`src/rtl/tweet_pkg.sv`:
```
// tweet_pkg
// Shared constants and types for the tweet message RAM scheduler.
//   ADDR_W     : RAM address width (depth = 2**ADDR_W)
//   DATA_W     : RAM word width
//   CHAR_LIMIT : first address at which store writes are refused
//   VALID_BIT  : bit of a RAM word that flags a valid entry
//   sched_state_e : scheduler state encoding (IDLE arbitration / CLEAR sweep)
package tweet_pkg;

  localparam int ADDR_W     = 8;
  localparam int DATA_W     = 16;
  localparam int CHAR_LIMIT = 160;
  localparam int VALID_BIT  = 15;

  typedef enum logic [0:0] {
    ST_IDLE  = 1'b0,
    ST_CLEAR = 1'b1
  } sched_state_e;

endpackage

```
`src/rtl/tweet_ram_clr.sv`:
```
// tweet_ram_clr
// Clear sweep engine: walks the sweep address from 0 to 2**ADDR_W-1, one
// address per cycle, and flags the end of the sweep.
// Ports:
//   clk, rst    : clock, asynchronous active-high reset
//   start       : begin a sweep (ignored while busy)
//   busy        : high for exactly 2**ADDR_W cycles after start
//   done        : one-cycle pulse in the cycle after busy falls
//   sweep_addr  : address the scheduler should clear next
//   sweep_end   : counter MSB; every address has been issued
module tweet_ram_clr #(
  parameter int ADDR_W = tweet_pkg::ADDR_W
) (
  input  logic              clk,
  input  logic              rst,
  input  logic              start,
  output logic              busy,
  output logic              done,
  output logic [ADDR_W-1:0] sweep_addr,
  output logic              sweep_end
);
  import tweet_pkg::*;

  localparam logic [ADDR_W:0] CNT_ONE = {{ADDR_W{1'b0}}, 1'b1};

  // One bit wider than the address so the MSB marks completion and the
  // counter never wraps back into the address range.
  logic [ADDR_W:0] cnt;

  always_ff @(posedge clk or posedge rst) begin
    if (rst) begin
      cnt  <= '0;
      busy <= 1'b0;
      done <= 1'b0;
    end else begin
      done <= 1'b0;
      if (busy) begin
        if (cnt[ADDR_W]) begin
          busy <= 1'b0;
          done <= 1'b1;
        end else begin
          cnt <= cnt + CNT_ONE;
        end
      end else if (start) begin
        // Address 0 is issued by the scheduler on the start edge itself,
        // so the counter resumes at 1.
        busy <= 1'b1;
        cnt  <= CNT_ONE;
      end
    end
  end

  assign sweep_addr = cnt[ADDR_W-1:0];
  assign sweep_end  = cnt[ADDR_W];

endmodule

```
`src/rtl/tweet_ram_sched.sv`:
```
// tweet_ram_sched
// Shares the single port of the tweet message RAM between the clear sweep,
// the serial-store writer and the playback reader. One access is granted per
// cycle by fixed priority (clear, write, read). Store writes at or above
// CHAR_LIMIT are acknowledged but not performed. Read data returns two cycles
// after the read grant, registered from ram_dout.
//
// Build option: define TWEET_RAM_CLR_EN to compile in the clear engine.
// Without it clr_req is ignored and clr_busy/clr_done stay 0.
//
// Ports:
//   sysclk, reset        : clock, asynchronous active-high reset
//   clr_req              : pulse, start a full-RAM clear
//   clr_busy, clr_done   : sweep running / one-cycle completion pulse
//   wr_req/addr/data     : store write request (held until wr_gnt)
//   wr_gnt, wr_drop      : write acknowledge / write refused (over limit)
//   rd_req/addr          : playback read request (held until rd_gnt)
//   rd_gnt               : read acknowledge
//   rd_valid, rd_data    : read data strobe and held read data
//   ram_write/addr/din   : registered RAM controls
//   ram_dout             : RAM read data, valid one cycle after ram_addr
module tweet_ram_sched #(
  parameter int ADDR_W     = tweet_pkg::ADDR_W,
  parameter int DATA_W     = tweet_pkg::DATA_W,
  parameter int CHAR_LIMIT = tweet_pkg::CHAR_LIMIT
) (
  input  logic              sysclk,
  input  logic              reset,
  input  logic              clr_req,
  output logic              clr_busy,
  output logic              clr_done,
  input  logic              wr_req,
  input  logic [ADDR_W-1:0] wr_addr,
  input  logic [DATA_W-1:0] wr_data,
  output logic              wr_gnt,
  output logic              wr_drop,
  input  logic              rd_req,
  input  logic [ADDR_W-1:0] rd_addr,
  output logic              rd_gnt,
  output logic              rd_valid,
  output logic [DATA_W-1:0] rd_data,
  output logic              ram_write,
  output logic [ADDR_W-1:0] ram_addr,
  output logic [DATA_W-1:0] ram_din,
  input  logic [DATA_W-1:0] ram_dout
);
  import tweet_pkg::*;

  function automatic logic below_limit(input logic [ADDR_W-1:0] addr);
    return (int'(addr) < CHAR_LIMIT);
  endfunction

  sched_state_e      state_q, state_d;
  logic              clr_go, clr_start;
  logic [ADDR_W-1:0] sweep_addr;
  logic              sweep_end;
  logic              wr_live, rd_live;
  logic              wr_win, rd_win, wr_ok;
  logic              ram_write_d;
  logic [ADDR_W-1:0] ram_addr_d;
  logic [DATA_W-1:0] ram_din_d;
  logic              vld_p1;

`ifdef TWEET_RAM_CLR_EN
  tweet_ram_clr #(
    .ADDR_W(ADDR_W)
  ) u_clr (
    .clk       (sysclk),
    .rst       (reset),
    .start     (clr_start),
    .busy      (clr_busy),
    .done      (clr_done),
    .sweep_addr(sweep_addr),
    .sweep_end (sweep_end)
  );
  assign clr_go = clr_req;
`else
  assign clr_busy   = 1'b0;
  assign clr_done   = 1'b0;
  assign sweep_addr = '0;
  assign sweep_end  = 1'b0;
  assign clr_go     = 1'b0;
  logic unused_clr;
  assign unused_clr = clr_req ^ clr_start;
`endif

  // A requester may still show req in the cycle it sees its grant; masking
  // it here prevents a second grant for the same request.
  assign wr_live = wr_req & ~wr_gnt;
  assign rd_live = rd_req & ~rd_gnt;
  assign wr_ok   = below_limit(wr_addr);

  always_comb begin
    state_d     = state_q;
    clr_start   = 1'b0;
    wr_win      = 1'b0;
    rd_win      = 1'b0;
    ram_write_d = 1'b0;
    ram_addr_d  = ram_addr;
    ram_din_d   = ram_din;
    case (state_q)
      ST_IDLE: begin
        if (clr_go) begin
          // The start edge already issues the write to address 0.
          state_d     = ST_CLEAR;
          clr_start   = 1'b1;
          ram_write_d = 1'b1;
          ram_addr_d  = '0;
          ram_din_d   = '0;
        end else if (wr_live) begin
          wr_win      = 1'b1;
          ram_write_d = wr_ok;
          ram_addr_d  = wr_addr;
          ram_din_d   = wr_data;
        end else if (rd_live) begin
          rd_win      = 1'b1;
          ram_addr_d  = rd_addr;
        end
      end
      ST_CLEAR: begin
        if (sweep_end) begin
          state_d = ST_IDLE;
        end else begin
          ram_write_d = 1'b1;
          ram_addr_d  = sweep_addr;
          ram_din_d   = '0;
        end
      end
      default: state_d = ST_IDLE;
    endcase
  end

  // Stage p0: grant, RAM command registers; rd_gnt is the read tag.
  always_ff @(posedge sysclk or posedge reset) begin
    if (reset) begin
      state_q   <= ST_IDLE;
      ram_write <= 1'b0;
      ram_addr  <= '0;
      ram_din   <= '0;
      wr_gnt    <= 1'b0;
      wr_drop   <= 1'b0;
      rd_gnt    <= 1'b0;
    end else begin
      state_q   <= state_d;
      ram_write <= ram_write_d;
      ram_addr  <= ram_addr_d;
      ram_din   <= ram_din_d;
      wr_gnt    <= wr_win;
      wr_drop   <= wr_win & ~wr_ok;
      rd_gnt    <= rd_win;
    end
  end

  // Stage p1: RAM is reading; stage p2: capture ram_dout.
  always_ff @(posedge sysclk or posedge reset) begin
    if (reset) begin
      vld_p1   <= 1'b0;
      rd_valid <= 1'b0;
      rd_data  <= '0;
    end else begin
      vld_p1   <= rd_gnt;
      rd_valid <= vld_p1;
      if (vld_p1) begin
        rd_data <= ram_dout;
      end
    end
  end

endmodule

```
`config.mk`:
```
export PLATFORM = sky130hd
export DESIGN_NAME = tweet_ram_sched
export DESIGN_NICKNAME = d
export VERILOG_FILES = /design/src/rtl/tweet_pkg.sv /design/src/rtl/tweet_ram_clr.sv /design/src/rtl/tweet_ram_sched.sv
export SDC_FILE = /design/constraint.sdc
export NUM_CORES = 1
export LEC_CHECK = 0
export CORE_UTILIZATION = 38
export DETAILED_ROUTE_END_ITERATION = 7
export PLACE_DENSITY = 0.77
export SYNTH_ARGS = -nofsm -noshare
export SYNTH_HDL_FRONTEND = slang
export SYNTH_HIERARCHICAL = 1
export SYNTH_SLANG_ARGS = --single-unit
```
`constraint.sdc`:
```
create_clock -name sysclk -period 1.45 [get_ports sysclk]
set_input_delay 0.2175 -clock sysclk [delete_from_list [all_inputs] [get_ports sysclk]]
set_output_delay 0.2175 -clock sysclk [all_outputs]
set_load 0.01 [all_outputs]
```
**Word-level counts from Yosys, hierarchy flattened**

Index checks and enable logic that the tools add are counted.

- $lt $le $gt $ge: 1
- Equality and inequality tests: 2
- Mux-type cells: 13
- Bitwise operators: 7

Operator list:

| operator | number |
|---|---|
| one-hot mux 16 bit (2 select lines) | 1 |
| 2-to-1 mux 16 bit | 1 |
| 2-to-1 mux 8 bit | 2 |
| one-hot mux 8 bit (2 select lines) | 1 |
| < comparator 8 bit (second input constant) | 1 |
| 2-to-1 mux 1 bit | 6 |
| NOT 1 bit | 4 |
| one-hot mux 1 bit (2 select lines) | 2 |
| AND 1 bit | 3 |
| inequality test 3 bit (second input constant) | 1 |
| inequality test 2 bit (second input constant) | 1 |

- Register bits after elaboration: 47
- Input bits: 53
- Output and inout port bits: 47
- Word-level logic and storage cells: 33

**Logic depth before layout (Yosys ltp)**

- Depth after elaboration: 5
- Gate-level depth with buffers: 5

**Worst setup path after synthesis**

No wires, ideal clock.

- Kind: register to register
- Start point: register wr_gnt
- End point: register ram_din[15]
- Arrival: 1120 ps
- Data required time: 1325 ps
- Path slack: 205 ps
- Cell stages (with the launch flop): 5
- Period minus slack after synthesis: 1245 ps
- Cells stage by stage: dfrtp_1 -> nor2b_1 -> buf_6 -> buf_12 -> mux2_4

- Cells in the longest elaborated chain, start to end: 3

Ends and longest elaborated chain:

| what | RTL line | source |
|---|---|---|
| start: declaration | tweet_ram_sched.sv:35 | `output logic wr_gnt,` |
| start signal: assignment | tweet_ram_sched.sv:148 | `wr_gnt <= wr_win;` |
| NOT 1 bit | tweet_ram_sched.sv:89 | `assign wr_live = wr_req & ~wr_gnt;` |
| AND 1 bit | tweet_ram_sched.sv:89 |  |
| inequality test 2 bit (no source line) | -- |  |
| end signal: assignment | tweet_ram_sched.sv:147 | `ram_din <= ram_din_d;` |
| end: declaration | tweet_ram_sched.sv:44 | `output logic [DATA_W-1:0] ram_din,` |

No other way between the ends.
A chain may end at the register's enable or synchronous reset.

**Final worst setup path**

- Start point: register ram_addr[6]
- End point: output port ram_addr[6]

RTL lines:

| what | RTL line | source |
|---|---|---|
| start: declaration | tweet_ram_sched.sv:43 | `output logic [ADDR_W-1:0] ram_addr,` |
| start signal: assignment | tweet_ram_sched.sv:146 | `ram_addr <= ram_addr_d;` |

No word-level cell between the ends.

==> metrics.cfg <==
[logic_synthesis]
syn_inst = 119
synth_common_cells = dfrtp_1 (46), mux2_2 (21), mux2_4 (11), o21ai_0 (9)
synth_most_common_cell = dfrtp_1
async_flop_share_pct = 100.0
synth_top_cell_area_share_pct = 62.88
syn_area_per_cell_um2 = 15.38
ys.flop_type = dfrtp_1
synth_largest_area_cell = dfrtp_1
synth_cell_types = 17
synth_area_leaders = dfrtp_1 (63%), mux2_2 (13%), mux2_4 (9.0%), mux2i_1 (4.4%), o21ai_0 (2.5%)
ys_warn_count = 6
synth-seq-area-share_pct = 62.88
synth.cell_area_um2 = 1831
ys_ff_latch = 46
synth_edf_count = 0

[sta]
fin_crit_sh_pct = 97.83
fmax_mhz = 705.0
clock_skew_ns = 0.004869
min_period_ns = 1.418
worst_slack_ns = 0.03150
finalSetupViolCount = 0
slew_violations = 0
final-hold-violation-count = 0

[drt]
antenna_left = 0
via_per_inst = 4.772
first_iter_violations = 40
wl_per_cell_um = 15.67
drc = 8
dr.pass1.iters = 5
num_vias = 1298
wl_mm = 4.262

[critical_path]
cp_slowest_cell = clkdlybuf4s50_1
timing.rr.start = wr_gnt
arrival_ns = 1.20
setup.worst_path.class = reg2out
crit_path_end_kind = primary output
path_cells = clkdlybuf4s50_1
crit_fanout = 2
critical_path.startpoint = ram_addr[6]
startpoint_type = flop
crit_family = buffers and inverters
path_buf_inv = 1
max_stage_delay_ns = 0.54
required_ns = 1.23

[global_route]
antenna_found_initial = 0
grt_use_total_pct = 17.49
grt_start_max_net_pins = 39
gr-total-overflow = 0
grt_pass1_wl_mm = 6.706
grt_pass1_vias = 1349

[place]
dpl.hpwl_mm = 3.289
place_inst = 266
post-place-ws_ns = -0.1073
portBuffers = 96
routabilityCongestion = 0.7242

[finish]
nets = 274
drive_above_1_share_pct = 21.36
synthToLayoutAreaGrowth_pct = 62.34
antenna_cells = 0
fin_cells = 272

[power]
leakage_nw = 1.417
pwr-share-comb_pct = 29.4
p_per_area_nw_per_um2 = 1110
switching_share_pct = 24.67
p_sw_mw = 0.8138
ir_drop_mv = 0.4938
finalPower_mw = 3.299
p_seq_share_pct = 48.0
clock_power_share_pct = 22.6
internal_power_mw = 2.485

[floorplan]
dieHeight_um = 71.41
dieArea_um2 = 5099
fp.dieW_um = 71.41
ioPinCount = 100
fp.coreArea_um2 = 4504
start_util_pct = 40.64
num_rows = 24

[cts]
clock_sinks = 46
hold_buffers = 0
postCtsSetupBuffers = 0
cts-root-buf = clkbuf_8
htree_levels = 2
cts_buffers = 5
clkTransAtPathRegs_ns = 0.08
clk_latency_ns = 0.29
tritoncts = yes
cts_max_path_buffers = 2

[job]
cap_violations = 0

[outcome]
violations = DRC
status = finished, violations left

[hold_path]
min_path_type = in2async

worst reg2reg max path: stages, from the launching register on:
cell	delay [ns]
dfrtp_1	0.41
nor2b_2	0.16
buf_4	0.20
mux2_2	0.35
sequential cells by signal, summed over array words and instances (netlist names):
register	flops
vld_p1	1
ram_write	1
rd_gnt	1
rd_data	16
wr_gnt	1
rd_valid	1
ram_addr	8
wr_drop	1
ram_din	16
per-stage QoR:
step	hold WS, ns	cell area, um^2	TNS (ns)	util (%)
4_1_cts	0.1764	2937	0	65.19
5_1_grt	0.1902	2972	-0.005838	65.97
3_5_place_dp	0.3985	2855	-1.149	63.39
3_3_place_gp	0.3910	2855	-0.7397	63.39
2_1_floorplan	0.3343	1834	0	-
6_report	0.1731	2972	0	65.97
cell usage in the layout, fill, tap and decap left out, drive strengths merged:
cell,count
mux2i,8
o21ai,9
nand2,8
conb,2
nor3b,1
nor2b,1
dlygate4sd2,1
clkdlybuf4s50,81
clkbuf,6
dfrtp,46
mux2,32
buf,7
and2,1
inv,1
dlymetal6s2s,14
nand2b,1
nor2,1
per-layer routing:
metal / up-vias / track usage, % / part of all wire (%) / routed length (um)
met4: 0 / 6.000 / 1.3 / 56
met1: 634 / 21.17 / 39 / 1650
met2: 56 / 30.16 / 52 / 2219
li1: 603 / - / - / -
met5: - / 0 / 0 / 0
met3: 5 / 4.782 / 7.9 / 336
final timing paths:
path	depth (start not counted)	slack, ns	endpoint
min in group sysclk	0	0.40	vld_p1
min reg2reg	0	0.40	vld_p1
min	2	0.17	ram_addr[3]
max	1	0.03	ram_addr[6]
max reg2reg	3	0.22	ram_din[14]
max in group asynchronous	3	0.82	rd_data[13]
kinds of logic after synthesis:
family                 share of synthesized area [%]
DFF                                            62.88
other                                         0.2049
muxes                                          26.32
AOI/OAI and AO/OA                              2.461
and+or+nand+nor                                3.282
buffers and inverters                          4.853
timing repair:
item / 4_1_cts / 5_1_grt
setup endpoints to repair: 1 / 14
gates resized for setup: 1 / 14
pin swaps: 0 / 0
endpoints found under the hold margin: 0 / 0
layout make-up:
class                      count  area, um^2
timing repair buffer         103        1072
clock buffer                   6       82.58
inverter                       1       3.754
sequential                    46        1151
fill                         338        1533
multi-input combinational     64       596.8
tap                           52       65.06
power by group through the flow:
stage	Combinational, mW	Sequential, mW	Clock [mW]
floorplan	0.308	1.69	0
global placement	0.976	1.60	0
detailed placement	0.997	1.61	0
CTS	0.999	1.59	0.778
global route	1.04	1.61	0.829
finish	0.970	1.58	0.745
(Power assumes the default switching activity.)
